$ cat config.mk
export PLATFORM = sky130hd
export DESIGN_NAME = neptuno_joyserializer_flat
export DESIGN_NICKNAME = d
export VERILOG_FILES = /design/src/rtl/neptuno_joyserializer_if.sv /design/src/rtl/neptuno_joyserializer.sv /design/src/flat_wrapper.sv
export SDC_FILE = /design/constraint.sdc
export NUM_CORES = 1
export LEC_CHECK = 0
export CORE_MARGIN = 3
export CORE_UTILIZATION = 60
export CTS_BUF_LIST = sky130_fd_sc_hd__clkbuf_4 sky130_fd_sc_hd__clkbuf_8
export CTS_CLUSTER_DIAMETER = 30
export CTS_CLUSTER_SIZE = 16
export DETAILED_ROUTE_END_ITERATION = 8
export PLACE_DENSITY = 0.83
export SYNTH_ARGS = -nofsm -noshare
export SYNTH_HDL_FRONTEND = slang
export SYNTH_SLANG_ARGS = --single-unit
$ cat constraint.sdc
create_clock -name clk_i -period 4.6 [get_ports clk_i]
set_clock_uncertainty 0.15 [all_clocks]
set_input_delay 0.69 -clock clk_i [delete_from_list [all_inputs] [get_ports clk_i]]
set_output_delay 0.69 -clock clk_i [all_outputs]
set_load 0.02 [all_outputs]
$ cat src/rtl/neptuno_joyserializer_if.sv
// Serial joystick link between the decoder (master) and the shift-chain emulator (slave).
interface neptuno_joyserializer_if;
  logic joy_clk;   // shift clock from decoder
  logic joy_load;  // parallel load, active low
  logic joy_data;  // serial data back to decoder

  modport master (output joy_clk, output joy_load, input joy_data);
  modport slave  (input joy_clk, input joy_load, output joy_data);
endinterface

$ cat src/rtl/neptuno_joyserializer.sv
// Target-side emulation of the 74HC165-style chain read by the NeptUNO joystick decoder.
// Two active-low 6-button joysticks are captured while load is low, then shifted out
// MSB first, one bit per synchronized rising edge of the link clock.
module neptuno_joyserializer #(
  parameter int   WIDTH       = 16,
  parameter int   SYNC_STAGES = 2,
  parameter logic FILL        = 1'b1
) (
  input  logic clk_i,
  input  logic reset_n_i,
  neptuno_joyserializer_if.slave link,
  input  logic joy1_up_i,
  input  logic joy1_down_i,
  input  logic joy1_left_i,
  input  logic joy1_right_i,
  input  logic joy1_fire1_i,
  input  logic joy1_fire2_i,
  input  logic joy2_up_i,
  input  logic joy2_down_i,
  input  logic joy2_left_i,
  input  logic joy2_right_i,
  input  logic joy2_fire1_i,
  input  logic joy2_fire2_i,
  output logic frame_done_o,
  output logic overrun_o
);

  localparam int CW = $clog2(WIDTH + 1);

  typedef enum logic [1:0] {ST_IDLE, ST_LOAD, ST_SHIFT, ST_DONE} state_t;

  logic [11:0]            joy_q;
  logic [SYNC_STAGES-1:0] jclk_sync_q;
  logic [SYNC_STAGES-1:0] jload_sync_q;
  logic                   jclk_prev_q;
  state_t                 state_q;
  logic [WIDTH-1:0]       sreg_q;
  logic [CW-1:0]          bit_cnt_q;
  logic                   data_q;
  logic                   done_q;
  logic                   ovr_q;

  logic [WIDTH-1:0]       frame_w;
  logic [WIDTH-1:0]       shifted_w;
  logic                   clk_rise_w;
  logic                   load_low_w;

  // Joystick lines registered once; debounce lives in the decoder.
  always_ff @(posedge clk_i or negedge reset_n_i) begin
    if (!reset_n_i) joy_q <= '1;
    else joy_q <= {joy2_fire2_i, joy2_fire1_i, joy2_right_i, joy2_left_i, joy2_down_i, joy2_up_i,
                   joy1_fire2_i, joy1_fire1_i, joy1_right_i, joy1_left_i, joy1_down_i, joy1_up_i};
  end

  // Synchronize the async link controls; one extra flop on clk gives the rising edge.
  always_ff @(posedge clk_i or negedge reset_n_i) begin
    if (!reset_n_i) begin
      jclk_sync_q  <= '0;
      jload_sync_q <= '1;
      jclk_prev_q  <= 1'b0;
    end else begin
      jclk_sync_q  <= {jclk_sync_q[SYNC_STAGES-2:0], link.joy_clk};
      jload_sync_q <= {jload_sync_q[SYNC_STAGES-2:0], link.joy_load};
      jclk_prev_q  <= jclk_sync_q[SYNC_STAGES-1];
    end
  end

  // Load level is taken from the last sync stage so that a clock edge and a load edge
  // that hit the pins together are seen in the same cycle, where load wins.
  assign clk_rise_w = jclk_sync_q[SYNC_STAGES-1] & ~jclk_prev_q;
  assign load_low_w = ~jload_sync_q[SYNC_STAGES-1];

  // Frame word: joystick bits in [11:0], FILL above.
  always_comb begin
    frame_w        = {WIDTH{FILL}};
    frame_w[11:0]  = joy_q;
  end

  assign shifted_w = {sreg_q[WIDTH-2:0], FILL};

  // Chain FSM: transparent load, shift on clock rises, saturate and flag overrun after the frame.
  always_ff @(posedge clk_i or negedge reset_n_i) begin
    if (!reset_n_i) begin
      state_q   <= ST_IDLE;
      sreg_q    <= '1;
      bit_cnt_q <= '0;
      data_q    <= 1'b1;
      done_q    <= 1'b0;
      ovr_q     <= 1'b0;
    end else begin
      done_q <= 1'b0;
      if (load_low_w) begin
        state_q   <= ST_LOAD;
        sreg_q    <= frame_w;
        data_q    <= frame_w[WIDTH-1];
        bit_cnt_q <= '0;
        ovr_q     <= 1'b0;
      end else begin
        case (state_q)
          ST_LOAD: state_q <= ST_SHIFT;
          ST_SHIFT: begin
            if (clk_rise_w) begin
              sreg_q    <= shifted_w;
              data_q    <= shifted_w[WIDTH-1];
              bit_cnt_q <= bit_cnt_q + 1'b1;
              if (bit_cnt_q == CW'(WIDTH - 1)) begin
                state_q <= ST_DONE;
                done_q  <= 1'b1;
              end
            end
          end
          ST_DONE: begin
            if (clk_rise_w) begin
              sreg_q <= shifted_w;
              data_q <= shifted_w[WIDTH-1];
              ovr_q  <= 1'b1;
            end
          end
          default: ;  // idle after reset: wait for a load pulse
        endcase
      end
    end
  end

  assign link.joy_data = data_q;
  assign frame_done_o  = done_q;
  assign overrun_o     = ovr_q;

endmodule

$ cat src/flat_wrapper.sv
// flat-port wrapper written by rule: the top's interface ports become plain ports
module neptuno_joyserializer_flat 
#(
  parameter int   WIDTH       = 16,
  parameter int   SYNC_STAGES = 2,
  parameter logic FILL        = 1'b1
)
  (clk_i, reset_n_i, joy1_up_i, joy1_down_i, joy1_left_i, joy1_right_i, joy1_fire1_i, joy1_fire2_i, joy2_up_i, joy2_down_i, joy2_left_i, joy2_right_i, joy2_fire1_i, joy2_fire2_i, frame_done_o, overrun_o, link_joy_clk, link_joy_load, link_joy_data);
  neptuno_joyserializer_if link_i ();
  input  logic clk_i;
  input  logic reset_n_i;
  input  logic joy1_up_i;
  input  logic joy1_down_i;
  input  logic joy1_left_i;
  input  logic joy1_right_i;
  input  logic joy1_fire1_i;
  input  logic joy1_fire2_i;
  input  logic joy2_up_i;
  input  logic joy2_down_i;
  input  logic joy2_left_i;
  input  logic joy2_right_i;
  input  logic joy2_fire1_i;
  input  logic joy2_fire2_i;
  output logic frame_done_o;
  output logic overrun_o;
  input wire logic [$bits(link_i.joy_clk)-1:0] link_joy_clk;
  input wire logic [$bits(link_i.joy_load)-1:0] link_joy_load;
  output wire logic [$bits(link_i.joy_data)-1:0] link_joy_data;
  assign link_i.joy_clk = link_joy_clk;
  assign link_i.joy_load = link_joy_load;
  assign link_joy_data = link_i.joy_data;
  neptuno_joyserializer #(.WIDTH(WIDTH), .SYNC_STAGES(SYNC_STAGES), .FILL(FILL)) u_core (.clk_i(clk_i), .reset_n_i(reset_n_i), .link(link_i), .joy1_up_i(joy1_up_i), .joy1_down_i(joy1_down_i), .joy1_left_i(joy1_left_i), .joy1_right_i(joy1_right_i), .joy1_fire1_i(joy1_fire1_i), .joy1_fire2_i(joy1_fire2_i), .joy2_up_i(joy2_up_i), .joy2_down_i(joy2_down_i), .joy2_left_i(joy2_left_i), .joy2_right_i(joy2_right_i), .joy2_fire1_i(joy2_fire1_i), .joy2_fire2_i(joy2_fire2_i), .frame_done_o(frame_done_o), .overrun_o(overrun_o));
endmodule
==> Yosys cells after proc, flatten, opt, wreduce, memory -nomap -nowiden <==
Index checks and enable logic that the tools add are counted.
{ "classes": {"add_sub_neg": 1, "n_eq_ne": 11, "n_mux": 20, "bitwise_logic": 2, "reduce_logical": 5} }
{ "ops": {"columns": ["op", "n"], "rows": [
  ["$mux W15", 3],
  ["$mux W5", 3],
  ["$mux W1", 10],
  ["$ne A3 B3 Y1 const B", 3],
  ["$ne A2 B2 Y1 const B", 4],
  ["$mux W2", 3],
  ["$reduce_and A2 Y1", 3],
  ["$add A5 B1 Y5 const B", 1],
  ["$eq A5 B4 Y1 const B", 1],
  ["$eq A2 B2 Y1 const B", 2],
  ["$pmux W2 S2", 1],
  ["$reduce_and A3 Y1", 1],
  ["$eq A2 B1 Y1 const B", 1],
  ["$reduce_or A2 Y1", 1],
  ["$and A1 B1 Y1", 1],
  ["$not A1 Y1", 1]
]} }
{ "totals": {"input_bits": 16, "elab_cells": 49, "out_inout_bits": 3, "regBits": 42} }

==> Logic depth before layout (Yosys ltp) <==
{ "depth": {"word_depth": 5, "mapped_depth": 7} }

==> Worst setup path after synthesis <==
No wires, ideal clock.
{ "synth_timing": {"path_kind": "register -> register", "start": "register u_core.state_q[0]", "end": "register u_core.data_q, in the netlist u_core.link.joy_data", "setup_slack_ns": 2.949, "arrival_time_ns": 1.418, "stages_incl_launch_ff": 8, "required_time_ns": 4.368, "cell_sequence": "dfrtp_1 inv_1 ha_1 buf_4 nor2_2 o21ai_4 buf_12 mux2_4"} }
{ "synth_between": {"elab_chain_cells": 4} }
{ "synth_lines": {"columns": ["element", "line", "text"], "rows": [
  ["from (decl)", "neptuno_joyserializer.sv:36", "state_t state_q;"],
  ["from (signal assigned)", "neptuno_joyserializer.sv:84", "state_q <= ST_IDLE;"],
  ["from (signal assigned)", "neptuno_joyserializer.sv:93", "state_q <= ST_LOAD;"],
  ["from (signal assigned)", "neptuno_joyserializer.sv:100", "ST_LOAD: state_q <= ST_SHIFT;"],
  ["$eq A2 B2 Y1", "neptuno_joyserializer.sv:99", "case (state_q)"],
  ["$reduce_or A2 Y1 (no line) *", null, null],
  ["$ne A2 B2 Y1 (no line) *", null, null],
  ["$reduce_and A2 Y1 (no line) *", null, null],
  ["to (signal assigned)", "neptuno_joyserializer.sv:95", "data_q <= frame_w[WIDTH-1];"],
  ["to (signal assigned)", "neptuno_joyserializer.sv:104", "data_q <= shifted_w[WIDTH-1];"],
  ["to (signal assigned)", "neptuno_joyserializer.sv:115", "data_q <= shifted_w[WIDTH-1];"],
  ["to (decl)", "neptuno_joyserializer.sv:39", "logic data_q;"]
]} }
Every way passes the cells marked *; elsewhere a longest branch is shown, timed or not.
A chain may end at the register's enable or synchronous reset.

==> Final worst setup path <==
{ "layout_timing": {"start": "register u_core.data_q, in the netlist u_core.link.joy_data", "end": "output port link_joy_data"} }
{ "layout_lines": {"columns": ["element", "line", "text"], "rows": [
  ["to (decl)", "flat_wrapper.sv:28", "output wire logic [$bits(link_i.joy_data)-1:0] link_joy_data;"]
]} }
No word-level cell between the ends.

==> flow_summary.yaml <==
worst_setup_path:
  crit_required_ps: 3760
  critPathMaxFanout: 2
  crit_chain: "clkdlybuf4s50_1"
  crit_start: "u_core.link.joy_data"
  critPathLaunchType: "flop"
  path_class: "flop to primary output"
  cp_slowest_stage_delay_ps: 590
  arrival_ps: 1480
  end_kind: "primary output"
  crit_buf_inv: 1
  rrSetupSlack_ps: 2590
  critPathSlowestCell: "clkdlybuf4s50_1"
  critPathTopFamily: "buffers and inverters"
  reg2reg_from: "u_core.state_q[0]"
logic_synthesis:
  yosys-top-cells-area: "dfstp_2 (45%), dfrtp_1 (17%), mux2_2 (11%)"
  synth_edf_count: 0
  syn-num-nets: 134
  yosysWarnings: 0
  synth_common_cells: "dfstp_2 (30), mux2_2 (17), dfrtp_1 (12), mux2_4 (9), inv_1 (5)"
  syn_inst: 114
  yosys.area.top_type: "dfstp_2"
  synth-async-reset-ratio: 1.00
  avgSynthCellArea_um2: 15.5
  yosys.area.top_type_share: 0.446
  ys_seq_elements: 42
  synth-main-ff-cell: "dfstp_2"
  synth.most_common_cell: "dfstp_2"
  syn-cell-area_um2: 1770
  synth_cell_types: 33
  ys_seq_area_frac: 0.616
power:
  p_leak_uw: 0.000853
  powerDensity_nw_per_um2: 431
  peakVddDrop_v: 0.000357
  power_uw: 853
clock_network:
  cts_resized: 0
  root_buffer: "clkbuf_4"
  worstSkewPairLatency_ps: 350
  postCtsSetupBuffers: 0
  cts_buffer_depth: 2
  clkSlewWorstSetupHoldPaths_ps: 110
  cts.sinks: 42
  cts_tree: "yes"
  cts_hold_buf: 0
  htree_levels: 2
  cts_buffers: 5
sta:
  worst_pin_slew_ps: 850
  fmax_mhz: 430
  finalMaxSlewViolations: 0
  finalHoldViolations: 0
  final-setup-viol-count: 0
  timing.slew.headroom: 0.433
  fin_crit_ps: 2320
  finalWorstSetupSlack_ps: 2280
  setup_tns_ps: 0
  rsz0062_at_grt: "false"
  finalCritPeriodShare: 0.505
floorplan:
  initial_core_util: 0.636
  fp.coreArea_um2: 2780
  rows: 19
  dieArea_um2: 3630
  die_h_um: 60.3
  io_pins: 19
  die_x_um: 60.3
detailed_routing:
  via_count: 902
  drc_errors: 0
  viasPerCell: 5.43
  wl_per_cell_um: 14.6
  wirelength_mm: 2.43
  postRouteAntennaNets: 0
  dr.pass1.iters: 4
  drt_iter0_drc: 28
cells_and_area:
  syn_to_final_growth_pct: 12.1
  antenna_cells: 0
  nNetsFinal: 154
  drive_gt1_frac: 0.519
  final_util: 0.713
grt:
  grt_pass1_wl_mm: 4.33
  grt_remaining_overflow: 0
  grt_max_degree: 43
  grt_usage: 0.171
  grt_pass1_vias: 937
  antenna_found_initial: 0
worst_hold_path:
  min_path_type: "flop to flop"
  min_from: "u_core.jclk_sync_q[0]"
placed_design:
  dp_hpwl_mm: 1.61
  place_congestion: 0.685
  post-place-ws_ps: 2590
  port_buffers: 18
outcome:
  status: "complete, no violations"
run:
  maxCapViolCount: 0
==> layer usage <==
layer | global-route usage | share of wire | wire, µm | up-vias
met2 | 0.252 | 0.48 | 1180 | 19
met5 | 0 | 0 | 0 | -
met3 | 0.0842 | 0.063 | 152 | 5
met4 | 0.0854 | 0.018 | 44 | 0
li1 | - | - | - | 428
met1 | 0.208 | 0.43 | 1060 | 450
==> worst reg2reg max path, cell delays in order, from the launching register on <==
cell	delay (ps)
dfrtp_1	410
inv_1	60
ha_1	290
nor2_2	90
o21ai_4	530
mux2_2	420
==> state kept, by name, indices dropped and copies added, names as in the netlist, 2 cells and up <==
register,flops
u_core.jload_sync_q,2
u_core.state_q,2
u_core.sreg_q,15
u_core.bit_cnt_q,5
u_core.joy_q,12
u_core.jclk_sync_q,2
==> cell families (layout without fill, tap and decap cells) <==
kind of cell,count (synthesis),count (layout),share of synthesized area
flops,42,42,0.616
compound gates,10,10,0.0467
simple gates,19,19,0.0672
xor+xnor,2,2,0.00991
fa+ha+maj,4,4,0.0283
mux,27,27,0.190
buf+inv,10,31,0.0418
==> stage by stage <==
step	cells	hold WS (ps)	area, µm²
after detailed placement	158	187	1930
after global placement	158	183	1930
final	166	211	1980
after global routing	166	223	1980
after CTS	166	215	1980
after floorplan	114	181	1770
==> where the power goes <==
part | internal, µW | switching [µW]
clock | 64.2 | 113
combinational | 108 | 73.0
sequential | 460 | 35.2
total | 632 | 222
==> worst paths after layout <==
kind / end / depth (start not counted)
hold reg to reg: u_core.jclk_sync_q[1] / 0
min in group asynchronous: u_core.overrun_o / 1
hold / removal: u_core.jclk_sync_q[1] / 0
max in group asynchronous: u_core.jclk_sync_q[0] / 1
setup / recovery: link_joy_data / 1
setup reg to reg: u_core.sreg_q[4] / 5
==> final cells by class <==
class	instances	area, µm²
fill	183	800
tap	31	38.8
inverter	5	18.8
multi-input combinational	62	606
clock inverter	2	10.0
clock buffer	6	45.0
timing repair buffer	18	175
sequential	42	1090
==> cell usage in the layout, fill, tap and decap left out, drive strengths merged <==
cell type      count
o22a               1
and3               1
nand3              1
mux2              26
mux2i              1
ha                 4
nor2               3
dfrtp             12
a21oi              1
nor2b              1
clkinv             2
o21ai              3
nand2              2
a21boi             1
buf                1
clkdlybuf4s50     17
o311ai             1
inv                5
o21a               2
and2               2
nand2b             5
clkbuf             6
nand3b             2
nand4b             1
or3                1
o211a              1
dfstp             30
xnor2              2
No activity file was read; power rests on OpenSTA's default activity.
